$ cat src/rtl/core_pkg.sv
// Shared core package: pipeline bundles between EX, MEM and WB, plus MEM-stage FSM encodings.
package core_pkg;

  localparam logic [1:0] RESULTSRC_LOAD = 2'b01;

  localparam logic [1:0] ST_IDLE   = 2'b00;
  localparam logic [1:0] ST_REQ    = 2'b01;
  localparam logic [1:0] ST_RDWAIT = 2'b10;

  typedef struct packed {
    logic [31:0] aluresult;
    logic [31:0] writedata;
    logic [31:0] pcplus4;
    logic [4:0]  rd;
    logic        regwrite;
    logic [1:0]  resultsrc;
    logic        memwrite;
  } ex_mem_t;

  typedef struct packed {
    logic [31:0] readdata;
    logic [31:0] aluresult;
    logic [31:0] pcplus4;
    logic [4:0]  rd;
    logic        regwrite;
    logic [1:0]  resultsrc;
  } mem_wb_t;

endpackage

$ cat src/rtl/dmem_req_fsm.sv
// Data-memory request sequencer (IDLE/REQ/RDWAIT). Optional bus timeout under MEM_STAGE_TIMEOUT_EN.
module dmem_req_fsm
  import core_pkg::*;
#(
  parameter int TIMEOUT_CYCLES = 16
) (
  input  logic       clk,
  input  logic       rst,
  input  logic       start,
  input  logic       is_load,
  input  logic       gnt,
  input  logic       rvalid,
  output logic       req,
  output logic       done,
  output logic       load_data,
  output logic       timeout,
  output logic [1:0] state_dbg
);

  logic [1:0] state;
  logic [1:0] state_next;
  logic       granted;

  // Handshake: a request is accepted in any cycle where req and gnt are both high;
  // read data is taken on rvalid only in RDWAIT or in the very cycle of the grant.
  assign req       = ((state == ST_IDLE) && start) || (state == ST_REQ);
  assign granted   = req && gnt;
  assign load_data = (granted && is_load && rvalid) || ((state == ST_RDWAIT) && rvalid);
  assign done      = (granted && !is_load) || load_data || timeout;
  assign state_dbg = state;

`ifdef MEM_STAGE_TIMEOUT_EN
  localparam int CW = $clog2(TIMEOUT_CYCLES + 1);
  logic [CW-1:0] cnt;

  assign timeout = (state != ST_IDLE) && (cnt == CW'(TIMEOUT_CYCLES - 1)) && !granted && !load_data;

  always_ff @(posedge clk) begin
    if (rst || (state == ST_IDLE) || (state_next == ST_IDLE)) cnt <= '0;
    else                                                      cnt <= cnt + 1'b1;
  end
`else
  logic unused_timeout_cfg;
  assign unused_timeout_cfg = (TIMEOUT_CYCLES != 0);
  assign timeout = 1'b0;
`endif

  always_comb begin
    state_next = state;
    case (state)
      ST_IDLE: begin
        if (start) begin
          if (granted) state_next = (is_load && !rvalid) ? ST_RDWAIT : ST_IDLE;
          else         state_next = ST_REQ;
        end
      end
      ST_REQ: begin
        if (timeout)      state_next = ST_IDLE;
        else if (granted) state_next = (is_load && !rvalid) ? ST_RDWAIT : ST_IDLE;
      end
      ST_RDWAIT: begin
        if (rvalid || timeout) state_next = ST_IDLE;
      end
      default: state_next = ST_IDLE;
    endcase
  end

  always_ff @(posedge clk) begin
    if (rst) state <= ST_IDLE;
    else     state <= state_next;
  end

endmodule

$ cat src/rtl/mem_stage.sv
// Pipeline MEM stage: issues loads/stores, stalls upstream until done, registers the WB bundle.
// Optional bus timeout enabled by defining MEM_STAGE_TIMEOUT_EN.
module mem_stage
  import core_pkg::*;
#(
  parameter int TIMEOUT_CYCLES = 16
) (
  input  logic        clk,
  input  logic        rst,
  input  ex_mem_t     in,
  input  logic        in_valid,
  output logic        stall,
  output mem_wb_t     out,
  output logic        out_valid,
  output logic        misalign,
  output logic        bus_err,
  output logic        dmem_req,
  output logic        dmem_we,
  output logic [31:0] dmem_addr,
  output logic [31:0] dmem_wdata,
  input  logic        dmem_gnt,
  input  logic        dmem_rvalid,
  input  logic [31:0] dmem_rdata
);

  logic       is_load;
  logic       is_mem;
  logic       mis;
  logic       mem_go;
  logic       mem_done;
  logic       load_data;
  logic       timeout;
  logic       complete;
  logic [1:0] fsm_state;

  assign is_load = (in.resultsrc == RESULTSRC_LOAD);
  assign is_mem  = is_load || in.memwrite;
  assign mis     = in_valid && is_mem && (in.aluresult[1:0] != 2'b00);
  assign mem_go  = in_valid && is_mem && !mis;

  dmem_req_fsm #(.TIMEOUT_CYCLES(TIMEOUT_CYCLES)) u_fsm (
    .clk       (clk),
    .rst       (rst),
    .start     (mem_go),
    .is_load   (is_load),
    .gnt       (dmem_gnt),
    .rvalid    (dmem_rvalid),
    .req       (dmem_req),
    .done      (mem_done),
    .load_data (load_data),
    .timeout   (timeout),
    .state_dbg (fsm_state)
  );

  // Upstream holds `in` stable while stalled, so the bus fields are driven straight from it.
  assign dmem_we    = dmem_req && in.memwrite;
  assign dmem_addr  = {in.aluresult[31:2], 2'b00};
  assign dmem_wdata = in.writedata;

  assign stall    = mem_go && !mem_done;
  assign complete = (in_valid && (!is_mem || mis)) || (mem_go && mem_done);

  always_ff @(posedge clk) begin
    if (rst) begin
      out       <= '0;
      out_valid <= 1'b0;
      misalign  <= 1'b0;
      bus_err   <= 1'b0;
    end else begin
      out_valid <= complete;
      misalign  <= mis;
      bus_err   <= timeout;
      if (complete) begin
        out.aluresult <= in.aluresult;
        out.pcplus4   <= in.pcplus4;
        out.rd        <= in.rd;
        out.resultsrc <= in.resultsrc;
        out.regwrite  <= in.regwrite && !mis && !timeout;
        out.readdata  <= load_data ? dmem_rdata : 32'h0;
      end
    end
  end

endmodule
$ cat config.mk
export PLATFORM = sky130hd
export DESIGN_NAME = mem_stage
export DESIGN_NICKNAME = d
export VERILOG_FILES = /design/src/rtl/core_pkg.sv /design/src/rtl/dmem_req_fsm.sv /design/src/rtl/mem_stage.sv
export SDC_FILE = /design/constraint.sdc
export NUM_CORES = 1
export LEC_CHECK = 0
export ABC_AREA = 1
export CELL_PAD_IN_SITES_DETAIL_PLACEMENT = 0
export CELL_PAD_IN_SITES_GLOBAL_PLACEMENT = 1
export CORE_MARGIN = 1.5
export CORE_UTILIZATION = 27
export CTS_BUF_LIST = sky130_fd_sc_hd__clkbuf_8
export CTS_CLUSTER_SIZE = 8
export DETAILED_ROUTE_END_ITERATION = 12
export PLACE_DENSITY = 0.95
export RECOVER_POWER = 25
export SYNTH_ARGS = -nofsm -noshare
export SYNTH_HDL_FRONTEND = slang
export SYNTH_SLANG_ARGS = --single-unit
$ cat constraint.sdc
create_clock -name clk -period 4.5 [get_ports clk]
set_input_delay 0.9 -clock clk [delete_from_list [all_inputs] [get_ports clk]]
set_output_delay 0.9 -clock clk [all_outputs]
set_load 0.1 [all_outputs]
==> results.py, run 1 <==
metrics = {
    "layout": {
        "fin_util": 0.386,
        "diodes": 0,
        "area_delta_synth_final_pct": 40.0,
        "final_layout_size_suffix_gt1_frac": 0.0378,
        "nets": 1116,
        "stdcell_count": 1244,
    },
    "worst_setup_path": {
        "crit_type": "input port to flop",
        "startpoint_type": "input port",
        "rr_startpoint": "u_fsm.state_dbg[1]",
        "worstPathRequired_ns": 4.79,
        "crit_path_top_delay_cell": "clkbuf_1",
        "r2r_slack_ns": 1.60,
        "crit_path_start": "in[2]",
        "cp_max_fo": 54,
        "max_stage_delay_ns": 0.75,
        "cp_data_arrival_time_ns": 3.94,
        "path_cells": "clkdlybuf4s50_1 > inv_2 > nand2_2 > nand2_2 > nand4_2 > nand2_1 > nand4_1 > nand3_1 > nand2_1 > clkbuf_1 > nand2_4 > buf_12 > nor2_1 > nor2_1",
        "end_kind": "flop",
    },
    "clock_network": {
        "clk_pin_slew_ns": 0.11,
        "clk-insertion-delay-late_ns": 0.38,
        "cts_resized": 0,
        "ctsHoldBuffers": 0,
        "cts-root-buf": "clkbuf_8",
        "clkSinkCount": 108,
        "tritoncts": "built",
        "post_cts_buffers": 0,
        "cts_buffers": 9,
        "clk_path_buf_depth": 2,
        "htree_levels": 3,
    },
    "floorplan": {
        "fp.dieH_um": 144,
        "die-area_um2": 20800,
        "num_io_pins": 316,
        "row_count": 51,
        "die_w_um": 144,
        "initial_core_util": 0.276,
        "coreArea_um2": 19500,
    },
    "detailed_routing": {
        "drcViolationCount": 0,
        "ant_nets": 0,
        "wl_um": 16000,
        "wire_per_inst_um": 12.8,
        "via_count": 5248,
        "via_per_inst": 4.22,
        "initialDrtViolationCount": 219,
        "drtPass1Iterations": 5,
    },
    "global_route": {
        "grt_pass1_vias": 4709,
        "grt_pass1_wl_um": 24000,
        "antenna_found_initial": 0,
        "grt_max_degree": 72,
        "grt_use_total": 0.150,
        "gr-total-overflow": 0,
    },
    "worst_hold_path": {
        "min_from": "out[55]",
        "hold_class": "flop to flop",
    },
    "yosys": {
        "ys_seq_area_frac": 0.402,
        "synth_seq_cells": 108,
        "synth_compound_area_frac": 0.000930,
        "synth_fa_ha_area_frac": 0,
        "syn_area_per_cell_um2": 6.58,
        "synth_top_family_by_area": "simple AND/OR/NAND/NOR gates",
        "synth_xor_area_frac": 0,
        "muxShareOfSynthArea": 0,
        "syn_inst": 818,
        "synth.cell_area_um2": 5380,
        "synthSimpleGateAreaFrac": 0.372,
        "yosysWarnings": 0,
        "ys_types": 20,
    },
    "sta": {
        "max_freq_mhz": 273,
        "period_needed_ns": 3.66,
        "fin_skew_ns": 0.00954,
        "final_hold_viol_count": 0,
        "finalSetupViolations": 0,
        "slew_headroom": 0.191,
        "period_share": 0.813,
        "slew_viol_final": 0,
        "rsz0062_at_grt": "false",
        "fin_tns_setup_ns": 0,
        "tightest_slew_ns": 1.22,
        "hold_ws_ns": 0.489,
    },
    "placement": {
        "dp_cells": 1228,
        "dpl.hpwl_um": 11000,
        "place_congestion": 0.719,
        "port_buffers": 248,
    },
    "job": {
        "drv_cap": 0,
    },
    "power_and_ir_drop": {
        "power.total_w": 0.00280,
        "irDropWorstVdd_v": 0.000139,
        "power.leakage_nw": 3.55,
        "powerDensity_nw_per_um2": 372,
    },
    "status": {
        "status": "complete, no violations",
    },
}
## sequential cells by signal, summed over array words and instances (netlist names)
name and count:
misalign 1, out 104, out_valid 1, u_fsm.state_dbg 2
## area by class of cell
cell class	count	area [um2]
clock buffer	9	124
sequential	108	2160
inverter	117	440
timing repair buffer	257	2390
multi-input combinational	481	2020
fill	2148	12000
tap	265	332
clock inverter	7	77.6
## synthesized netlist by cell type (all sizes together)
library cell,instances,area [um2]
o21ai,1,5.00
buf,102,724
or2,1,6.26
dfxtp,108,2160
nor3,2,10.0
nand2,114,448
clkbuf,12,45.0
conb,1,3.75
nand4,3,37.5
inv,117,439
nand3,123,621
nor2,233,875
nor3b,1,7.51
## worst paths after layout
kind	cells after the start	to
worst min-delay path	2	out[55]
worst max-delay path	14	out[102]
worst max register to register	11	out[102]
worst min register to register	2	out[55]
## per-layer routing
layer  part of all wire  GRT usage  vias up
li1                   -          -     2680
met1               0.42      0.177     2334
met2               0.47      0.260      210
met3              0.090     0.0427       24
met4              0.013     0.0494        0
met5                  0          0        -
## cell families after synthesis
kind of cell | after synthesis
compound gates | 1
buf+inv | 231
flops | 108
other cells | 1
simple gates | 477
## placed cells by master (no fill, tap or decap), types with 2 or more instances in the layout
cell             count
nor2_1             233
clkdlybuf4s50_1    213
nand3_1            122
inv_1              115
nand2_1            110
dfxtp_1            108
clkbuf_1            31
clkbuf_8             9
buf_4                9
nand2_2              3
conb_1               3
inv_6                3
buf_12               3
nor3_1               2
clkinv_8             2
## report_power, final
part / switching (W) / internal [W] / total, W
Combinational: 0.000843 / 0.000280 / 0.00112
Clock: 0.000394 / 0.000221 / 0.000615
Sequential: 0.0000364 / 0.00103 / 0.00106
Total: 0.00127 / 0.00153 / 0.00280
## critical path: cells and delay by family
family | cells | cell delay (ns)
AND/OR/NAND/NOR | 10 | 1.35
buffers and inverters | 4 | 1.60
## through the flow
| step | cell area, um2 | setup slack [ns] |
|---|---|---|
| 4_1_cts | 7670 | 1.01 |
| 2_1_floorplan | 5390 | 0.521 |
| 5_1_grt | 7540 | 0.484 |
| 3_5_place_dp | 7470 | 1.03 |
| 3_3_place_gp | 7470 | 1.03 |
| 6_report | 7540 | 0.843 |
(Power assumes the default switching activity.)
==> run 2, diff against run 1 <==
CORE_UTILIZATION = 23   (was 27)
PLACE_DENSITY = 0.87   (was 0.95)
clock period = 2.94 ns   (was 4.5 ns; I/O delays follow)
==> run 2 against run 1 <==
Global-route usage is 1.7 points lower. Sequential cell count did not move. Non-clock buffer count rose by 6. Via count shrank 0.69%. Critical endpoint is now stall. Highest routed layer unchanged.
==> results.py, run 2 (synthesis results as in run 1) <==
metrics = {
    "layout": {
        "stdcell_count": 1298,
        "nets": 1122,
        "final_layout_size_suffix_gt1_frac": 0.152,
        "diodes": 0,
        "layout_commonest_cell": "nor2_1",
        "layout_common_cells": "231 x nor2_1, 122 x nand3_1, 115 x inv_1",
        "top_register": "out",
        "area_delta_synth_final_pct": 39.1,
        "largest_reg_flops": 104,
    },
    "worst_setup_path": {
        "crit_type": "input port to primary output",
        "cp_max_fo": 5,
        "end_kind": "primary output",
        "startpoint_type": "input port",
        "cp_data_arrival_time_ns": 2.08,
        "worstPathRequired_ns": 2.35,
    },
    "detailed_routing": {
        "via_count": 5212,
        "via_per_inst": 4.02,
        "wl_um": 16500,
        "drcViolationCount": 0,
        "drtPass1Iterations": 4,
        "ant_nets": 0,
        "wire_per_inst_um": 12.7,
        "initialDrtViolationCount": 193,
    },
    "sta": {
        "fin_tns_setup_ns": 0,
        "fin_skew_ns": 0.0183,
        "rsz0062_at_grt": "false",
        "slew_headroom": 0.192,
        "max_freq_mhz": 375,
        "tightest_slew_ns": 1.22,
        "final_hold_viol_count": 0,
        "period_share": 0.908,
        "finalSetupViolations": 0,
        "period_needed_ns": 2.67,
        "slew_viol_final": 0,
        "hold_ws_ns": 0.485,
        "fin_ws_ns": 0.271,
    },
    "clock_network": {
        "htree_levels": 3,
        "post_cts_buffers": 0,
        "ctsHoldBuffers": 0,
        "cts-root-buf": "clkbuf_8",
        "cts_buffers": 9,
        "tritoncts": "built",
        "clk-insertion-delay-late_ns": 0.38,
        "clk_path_buf_depth": 2,
        "clkSinkCount": 108,
        "clk_pin_slew_ns": 0.10,
        "cts_resized": 0,
    },
    "floorplan": {
        "row_count": 55,
        "die_w_um": 156,
        "num_io_pins": 316,
        "die-area_um2": 24300,
        "fp.dieH_um": 156,
        "initial_core_util": 0.236,
        "coreArea_um2": 22800,
    },
    "placement": {
        "port_buffers": 248,
        "dpl.hpwl_um": 11700,
        "place_congestion": 0.736,
        "dp_cells": 1282,
        "pre_cts_ws_ns": 0.257,
    },
    "power_and_ir_drop": {
        "power.leakage_nw": 3.77,
        "powerDensity_nw_per_um2": 586,
        "irDropWorstVdd_v": 0.000241,
        "power.total_w": 0.00438,
    },
    "global_route": {
        "grt_use_total": 0.133,
        "grt_pass1_vias": 4836,
        "antenna_found_initial": 0,
        "grt_max_degree": 105,
        "gr-total-overflow": 0,
        "grt_pass1_wl_um": 25400,
    },
    "status": {
        "status": "complete, no violations",
    },
    "worst_hold_path": {
        "hold_class": "flop to flop",
    },
    "job": {
        "drv_cap": 0,
    },
}
==> run 2: cell count changes in the layout (fill, tap and decap cells not counted), moves of 4 or more <==
cell / delta
buf_4: +102
clkdlybuf4s50_1: -105
buf_12: +6
clkbuf_1: +4
==> run 2: metal layers <==
layer  track usage  wire [um]
met1         0.156       6980
met2         0.230       7870
met3        0.0411       1410
met4        0.0422        244
met5             0          0
==> run 2: critical path, stage by stage <==
cell and delay, ns:
clkdlybuf4s50_1 0.53, nor2_1 0.06, buf_4 0.15, nand4_2 0.10, nand2_4 0.08, nand3_2 0.10
nand4_4 0.12, nor2_2 0.15, buf_12 0.19
==> run 2: path summary, 6_finish.rpt <==
| path | from | to | slack (ns) | depth (start not counted) |
|---|---|---|---|---|
| max | in[74] | stall | 0.27 | 9 |
| min | out[64] | out[64] | 0.49 | 2 |
| max reg2reg | u_fsm.state_dbg[0] | out[1] | 1.20 | 10 |
| min reg2reg | out[64] | out[64] | 0.49 | 2 |
==> run 2: metrics by stage <==
| stage | cell area, um2 | util |
|---|---|---|
| final | 7490 | 0.329 |
| after floorplan | 5400 | - |
| after detailed placement | 7390 | 0.324 |
| after CTS | 7620 | 0.334 |
| after global routing | 7490 | 0.329 |
| after global placement | 7390 | 0.324 |
==> run 2: cell type report <==
type                       count  area, um2
tap                          313        392
inverter                     117        440
fill                        2511      15300
clock buffer                   9        124
sequential                   108       2160
clock inverter                 7        104
timing repair buffer         263       2230
multi-input combinational    481       2040
==> run 2: report_power, final <==
part / internal [W] / switching, W
clock: 0.000493 / 0.000569
combinational: 0.000396 / 0.00130
sequential: 0.00157 / 0.0000544
==> run 3, diff against run 2 <==
ABC_AREA = 0   (was 1)
CORE_UTILIZATION = 24   (was 23)
PLACE_DENSITY = 0.79   (was 0.87)
==> run 3 against run 2 <==
Maximum frequency is 1.4% lower. Non-clock buffer count decreased by 7. Cell count fell by 28%. Sequential power down 2%. Clock skew down 0.0070 ns. Core utilization up 1.4 points. Highest routed layer unchanged.
==> results.py, run 3 <==
metrics = {
    "status": {
        "status": "complete, no violations",
    },
    "yosys": {
        "synth_edf_count": 0,
        "synth.most_common_cell": "nand2b_1",
        "async_flop_share": 0,
        "synth_seq_cells": 108,
        "syn_area_per_cell_um2": 10.4,
        "syn_inst": 482,
        "synth_flop_cell": "dfxtp_1",
        "ys_seq_area_frac": 0.432,
        "yosys.area.top_type": "dfxtp_1",
        "ys_types": 31,
        "yosysWarnings": 0,
        "synth.cell_area_um2": 5010,
        "synth_commonest_cells": "141 x nand2b_1, 108 x dfxtp_1, 70 x mux2i_1, 68 x buf_4, 32 x a22o_1",
        "yosys-top-cells-area": "dfxtp_1 43%, nand2b_1 18%, mux2i_1 14%, buf_4 10%, a22o_1 5.6%",
        "yosys.area.top_type_share": 0.432,
    },
    "clock_network": {
        "tritoncts": "built",
        "clkSinkCount": 108,
        "clk-insertion-delay-late_ns": 0.38,
        "htree_levels": 3,
        "cts-root-buf": "clkbuf_8",
        "ctsHoldBuffers": 0,
        "post_cts_buffers": 0,
        "cts_resized": 0,
        "clk_path_buf_depth": 2,
        "clk_pin_slew_ns": 0.11,
        "cts_buffers": 9,
    },
    "floorplan": {
        "num_io_pins": 316,
        "die-area_um2": 21800,
        "fp.dieH_um": 147,
        "die_w_um": 147,
        "row_count": 52,
        "coreArea_um2": 20400,
        "initial_core_util": 0.246,
    },
    "sta": {
        "period_share": 0.921,
        "fin_skew_ns": 0.0112,
        "rsz0062_at_grt": "false",
        "tightest_slew_ns": 1.26,
        "slew_headroom": 0.166,
        "max_freq_mhz": 369,
        "finalSetupViolations": 0,
        "hold_ws_ns": 0.474,
        "period_needed_ns": 2.71,
        "final_hold_viol_count": 0,
        "slew_viol_final": 0,
    },
    "layout": {
        "top_register": "out",
        "largest_reg_flops": 104,
        "final_layout_size_suffix_gt1_frac": 0.209,
        "nets": 798,
        "diodes": 0,
        "layout_commonest_cell": "nand2b_1",
        "area_delta_synth_final_pct": 39.3,
        "layout_common_cells": "141 x nand2b_1, 108 x clkdlybuf4s50_1, 108 x buf_4, 108 x dfxtp_1, 70 x mux2i_1",
        "num-fill-cells": 2136,
    },
    "detailed_routing": {
        "via_count": 3736,
        "via_per_inst": 4.01,
        "wire_per_inst_um": 13.7,
        "wl_um": 12800,
        "initialDrtViolationCount": 96,
        "drtPass1Iterations": 4,
        "drcViolationCount": 0,
        "ant_nets": 0,
    },
    "placement": {
        "dpl.hpwl_um": 9330,
        "port_buffers": 248,
        "place_congestion": 0.729,
    },
    "global_route": {
        "grt_pass1_wl_um": 19200,
        "gr-total-overflow": 0,
        "antenna_found_initial": 0,
        "grt_max_degree": 85,
        "grt_use_total": 0.113,
        "grt_pass1_vias": 3576,
    },
    "job": {
        "drv_cap": 0,
    },
    "worst_setup_path": {
        "worst-path-buf-inv": 2,
        "end_kind": "primary output",
        "startpoint_type": "input port",
        "path_cells": "clkdlybuf4s50_1 > and2b_1 > o211ai_1 > a21oi_2 > and2_1 > buf_12",
        "max_stage_delay_ns": 0.46,
        "worstPathRequired_ns": 2.35,
        "cp_data_arrival_time_ns": 2.12,
        "crit_path_top_delay_cell": "clkdlybuf4s50_1",
        "crit_type": "input port to primary output",
        "crit_family": "buffers and inverters",
        "cp_max_fo": 4,
    },
    "power_and_ir_drop": {
        "power.total_w": 0.00396,
        "powerDensity_nw_per_um2": 568,
        "irDropWorstVdd_v": 0.000312,
        "power.leakage_nw": 3.00,
    },
    "worst_hold_path": {
        "hold_class": "flop to flop",
    },
}
## run 3: changes by cell type in the layout (fill, tap and decap cells not counted), moves of 4 or more
cell      change
a22o_1       +32
buf_12        -4
inv_1       -113
mux2i_1      +70
nand2_1     -105
nand2_2       -4
nand2b_1    +141
nand3_1     -122
nor2_1      -226
## run 3: power breakdown
part	switching, W	leakage (nW)	internal (W)
clock	0.000582	0.110	0.000418
combinational	0.00101	2.00	0.000366
sequential	0.0000421	0.887	0.00155
total	0.00163	3.00	0.00233
## run 3: per-stage QoR
step	area (um2)	TNS [ns]	utilization	setup WS (ns)	cells
floorplan	5030	-0.363	-	-0.363	484
global placement	6890	0	0.338	0.267	915
detailed placement	6890	0	0.338	0.250	915
CTS	7110	0	0.349	0.246	931
global route	6980	0	0.343	0.166	931
finish	6980	0	0.343	0.233	931
## run 3: area by class of cell
class                      instances  area [um2]  share of cell area
tap                              270         338              0.0484
clock buffer                       9         124              0.0177
clock inverter                     7        97.6              0.0140
timing repair buffer             256        2120               0.304
sequential                       108        2160               0.310
multi-input combinational        279        2130               0.305
inverter                           2        7.51             0.00108
## run 3: final timing paths
kind	from	endpoint	slack, ns	cells after the start
setup / recovery	in[2]	dmem_we	0.23	6
hold / removal	out[41]	out[41]	0.47	2
setup reg to reg	u_fsm.state_dbg[1]	out[26]	1.08	5
hold reg to reg	out[41]	out[41]	0.47	2
## run 3: logic make-up after synthesis
family                 count (synthesis)  share of synthesized area
and+or+nand+nor                      163                      0.206
DFF                                  108                      0.432
buffers and inverters                 97                      0.150
muxes                                 70                      0.140
AOI/OAI and AO/OA                     43                     0.0719
other                                  1                   0.000749
## run 3: worst register-to-register path, stage by stage (launching register included)
cell and delay (ns):
dfxtp_1 0.45, or2b_1 0.29, a21oi_2 0.24, or3_4 0.32
buf_12 0.25, mux2i_1 0.23
## run 3: per-layer routing
metal / GRT usage / vias to the layer above / wire length [um]
li1: - / 1876 / -
met1: 0.135 / 1673 / 5450
met2: 0.187 / 157 / 6080
met3: 0.0355 / 30 / 933
met4: 0.0465 / 0 / 305
met5: 0 / - / 0
==> edit 1 (settings of run 2) <==
The option `MEM_STAGE_TIMEOUT_EN` is turned on by a define.
--- a/src/rtl/dmem_req_fsm.sv
+++ b/src/rtl/dmem_req_fsm.sv
@@ -1,3 +1,5 @@
 // Data-memory request sequencer (IDLE/REQ/RDWAIT). Optional bus timeout under MEM_STAGE_TIMEOUT_EN.
+`define MEM_STAGE_TIMEOUT_EN
+
 module dmem_req_fsm
   import core_pkg::*;
Behaviour: no difference found for any inputs over 10 cycles, from zero or initial values and one cycle with rst high; that may be too few to reach the edited logic, so the function may still have changed.
==> edit 1 against run 2 <==
Core utilization up 0.62 points. Clock skew down 0.0075 ns. Power up 7.1%. Worst setup slack worse by 0.090 ns. Area after synthesis about the same. Clock power up 56%. Routed wire length down 3.9%. Count of clock-buffer cells in the layout up 11. Cell area up 1.9%. Sequential cell count up 6. Highest routed layer unchanged. Register-to-register slack worse by 0.38 ns. Largest cell class is now sequential cells. Sequential share of layout area up 1.0 points.
==> edit 1: results (changes against run 2) <==
- Run status: finished, final reports clean (unchanged).
- The via count normalized by instance count is 4.13 (was 4.02).
- The adder and majority cell fraction of the synthesized area was 0.465% (was 0%).
- The via count of the first global-routing pass came to 4,804 (was 4,836).
- The area fraction in compound gates after synthesis is 0.791% (was 0.0930%).
- The total leakage power is 0.00371 uW (was 0.00377 uW).
- The final RePlAce weighted congestion is 0.773 (was 0.736).
- The cell internal power dissipation is 2940 uW (was 2460 uW).
- The total clock buffers created by CTS is 17 (was 9).
- The clock tree skew after final layout is 0.0108 ns (was 0.0183 ns).
- The normalized max-slew margin is 18.9% (was 19.2%).
- The number of violations reported at the end of detailed-routing iteration 0 is 258 (was 193).
- The total of buffers placed on input and output ports was 249 (was 248).
- The clock network latency to the later pin of the worst-skew pair is 0.43 ns (was 0.38 ns).
- The source of the worst hold timing path was u_fsm.cnt[0] (was out[64]).
- The number of placed instances with taps included came to 1,209 (was 1,282).
- The first-pass GRT wire length is 24,400 um (was 25,400 um).
- Most used standard cells in the synthesized netlist: nor2_1 (133), nand2_1 (118), dfxtp_1 (114), nand3_1 (108), inv_1 (84) (was nor2_1 (233), nand3_1 (122), inv_1 (115), dfxtp_1 (108), nand2_1 (108)).
- The largest net degree at the start of global routing is 90 (was 105).
- The total vias in the final route came to 5,117 (was 5,212).
- The maximum fanout along the worst path came to 6 (was 5).
- The met1 routed wirelength after detailed routing is 6930 um (was 6980 um).
- The clock slew seen by the registers of the worst setup and hold paths is 0.06 ns (was 0.10 ns).
- The startpoint of the lowest-slack register-to-register path is u_fsm.cnt[0] (was u_fsm.state_dbg[0]).
- The final net count was 1,059 (was 1,122).
- The detailed-placement wirelength estimate is 11,000 um (was 11,700 um).
- The standard cell area after detailed placement is 0.00733 mm^2 (was 0.00739 mm^2).
- The number of library cell types mapped by synthesis is 29 (was 20).
- The startpoint of the most critical setup path is in[1] (was in[74]).
- The met2 wire length is 7690 um (was 7870 um).
- The fraction of layout instances using a drive strength above 1 is 19.6% (was 15.2%).
- Biggest area contributors in the synthesized netlist: dfxtp_1 (42%), nand3_1 (10%), nor2_1 (9.3%), buf_4 (9.2%), nand2_1 (8.2%) (was dfxtp_1 (40%), nor2_1 (16%), nand3_1 (11%), buf_4 (10%), inv_1 (8.0%)).
[edit 1: kinds of logic after synthesis]
family | Yosys count
fa+ha+maj | 2
compound gates | 5
simple gates | 425
buf+inv | 197
other cells | 1
flops | 114
xor+xnor | 2
[edit 1: area by class of cell]
cell class	count	area, um^2
flip-flops and latches	114	2280
well taps	313	392
multi-input cells	436	2020
clock buffers	20	275
fillers	2509	15100
inverters	85	322
repair buffers	261	2180
clock inverters	11	160
[edit 1: path summary, 6_finish.rpt]
kind                  end  slack (ns)  cells past startpoint
max                 stall        0.18                     10
min          u_fsm.cnt[0]        0.45                      1
max reg2reg       out[83]        0.82                     12
min reg2reg  u_fsm.cnt[0]        0.45                      1
[edit 1: critical path, stage by stage]
cell,delay (ns)
clkdlybuf4s50_1,0.51
nand2_2,0.10
nand2_2,0.09
nand4_2,0.08
nand2_2,0.16
a21oi_2,0.10
nor2_4,0.16
nand2_2,0.09
nor2_4,0.11
buf_12,0.18
[edit 1: per-layer routing]
| metal | vias to the layer above | global-route usage [%] |
|---|---|---|
| met5 | - | 0 |
| met4 | 0 | 4.54 |
| met3 | 18 | 4.03 |
| met2 | 158 | 21.8 |
| met1 | 2356 | 15.0 |
| li1 | 2585 | - |
[edit 1: through the flow]
stage | setup WS, ns | total power, uW | hold WS [ns]
final | 0.181 | 4700 | 0.448
after global routing | 0.0557 | 4900 | 0.487
after CTS | 0.157 | 4790 | 0.451
after detailed placement | 0.173 | 3120 | 0.439
after global placement | 0.174 | 3110 | 0.430
after floorplan | -0.104 | 2970 | 0.418
[edit 1: power by group through the flow]
stage	logic (uW)	clock network [uW]	registers, uW
CTS	1420	1700	1670
global placement	1410	0	1700
finish	1380	1650	1670
global route	1450	1780	1680
floorplan	692	0	2280
detailed placement	1420	0	1700
==> edit 2 (settings of run 2) <==
Without the edit above. Remove the register `bus_err`: a continuous assignment takes its place, so the output `bus_err` follows one clock earlier.
--- a/src/rtl/mem_stage.sv
+++ b/src/rtl/mem_stage.sv
@@ -66,9 +66,7 @@
       out_valid <= 1'b0;
       misalign  <= 1'b0;
-      bus_err   <= 1'b0;
     end else begin
       out_valid <= complete;
       misalign  <= mis;
-      bus_err   <= timeout;
       if (complete) begin
         out.aluresult <= in.aluresult;
@@ -82,3 +80,5 @@
   end
 
+  assign bus_err = timeout;
+
 endmodule
Function: kept (equiv_simple and equiv_induct, registers matched by name and starting in step).
==> edit 2 against run 2 <==
The flow now finishes with violations (capacitance limit, slew limit). Cell area rose by 0.15%. Global-route usage fell by 1.1 points. Routed wire length fell by 4.1%. Worst setup slack got worse by 0.064 ns. Sequential cell count did not move. Sequential share of layout area barely moved. Power fell by 3.6%. Area after synthesis rose by 2.3%. Critical path depth rose by 3. Synthesized cell count fell by 8.1%. Critical path type unchanged. Highest routed layer unchanged.
==> edit 2: results (changes against run 2) <==
- Most used standard cells in the synthesized netlist: nor2_1 (148), nand2_1 (127), dfxtp_1 (108), nand3b_1 (70), buf_4 (65) (was nor2_1 (233), nand3_1 (122), inv_1 (115), dfxtp_1 (108), nand2_1 (108)).
- The clock tree skew after final layout was 0.0165 ns (was 0.0183 ns).
- The overall power is 4230 uW (was 4380 uW).
- Biggest area contributors in the synthesized netlist: dfxtp_1 (39%), nor2_1 (10%), nand3b_1 (9.5%), buf_4 (8.9%), nand2_1 (8.7%) (was dfxtp_1 (40%), nor2_1 (16%), nand3_1 (11%), buf_4 (10%), inv_1 (8.0%)).
- The net switching share of the total power is 45.1% (was 43.9%).
- The number of max-slew violations in the final report was 64 (was 0).
- The mean instance size in the synthesized netlist is 7.33 um^2 (was 6.58 um^2).
- The count of TritonRoute iterations in the first routing pass is 5 (was 4).
- The part of the total power dissipated in sequential elements is 38.6% (was 37.1%).
- The combinational fraction of design power is 40.5% (was 38.7%).
- The area fraction in compound gates after synthesis is 9.95% (was 0.0930%).
- The minimum setup slack after placement is 0.0970 ns (was 0.257 ns).
- The average wire length per cell after detail routing was 12.9 um (was 12.7 um).
- The largest net degree at the start of global routing is 110 (was 105).
- The total leakage power was 0.00335 uW (was 0.00377 uW).
- The standard cell area after detailed placement is 0.00745 mm^2 (was 0.00739 mm^2).
- The overall track demand over capacity in global routing was 12.2% (was 13.3%).
- Run status: finished, violations left (was finished, final reports clean).
- The first-pass GRT wire length is 23,600 um (was 25,400 um).
- The critical path's largest stage delay is 0.47 ns (was 0.53 ns).
- The number of library cell types mapped by synthesis is 23 (was 20).
- The via count normalized by instance count is 4.11 (was 4.02).
- The total power density per cell area was 564 mW/mm^2 (was 586 mW/mm^2).
- The final reports fail on capacitance limit, slew limit.
- The normalized max-slew margin was -3.27% (was 19.2%).
- The via count of the first global-routing pass is 4,564 (was 4,836).
- The number of placed instances with taps included came to 1,211 (was 1,282).
- The final net count is 1,045 (was 1,122).
- The max-capacitance violation count is 1 (was 0).
## edit 2: cell count changes in the layout (fill, tap and decap cells not counted), sizes merged, moves of 4 or more
cell	change
nand3b	+70
a21oi	+87
nand2	+19
buf	-4
inv	-69
nand3	-91
nor2	-85
## edit 2: final cells by class
class,instances,share of cell area (%)
Multi-Input combinational cell,477,31.7
Sequential cell,108,28.8
Clock inverter,6,0.551
Timing Repair Buffer,259,29.4
Clock buffer,10,1.84
Tap cell,319,5.32
Inverter,48,2.42
## edit 2: final timing paths
kind                           start      end  slack, ns  cells after the start
setup / recovery               in[2]    stall       0.21                     12
hold / removal                out[7]   out[7]       0.49                      2
setup reg to reg  u_fsm.state_dbg[0]  out[47]       0.96                     12
hold reg to reg               out[7]   out[7]       0.49                      2
## edit 2: cells by family after synthesis
kind of cell           count (synthesis)
and+or+nand+nor                      387
AOI/OAI and AO/OA                     87
DFF                                  108
buffers and inverters                169
other                                  1
## edit 2: metrics by stage
stage	hold WS [ns]	setup TNS (ns)
after global routing	0.510	0
after floorplan	0.482	-0.113
after global placement	0.462	0
after CTS	0.497	0
final	0.489	0
after detailed placement	0.469	0
## edit 2: tightest hold or removal path: cells and delay by family (launching register included)
kind / cells / cell delay (ns)
DFF: 1 / 0.34
and+or+nand+nor: 1 / 0.08
AOI/OAI and AO/OA: 1 / 0.04
## edit 2: per-layer routing
layer  global-route usage [%]  up-vias  wire length [um]
met4                     4.90        0               413
li1                         -     2601                 -
met3                     4.35       21              1340
met2                     20.8      191              7370
met1                     13.9     2232              6700
met5                        0        -                 0
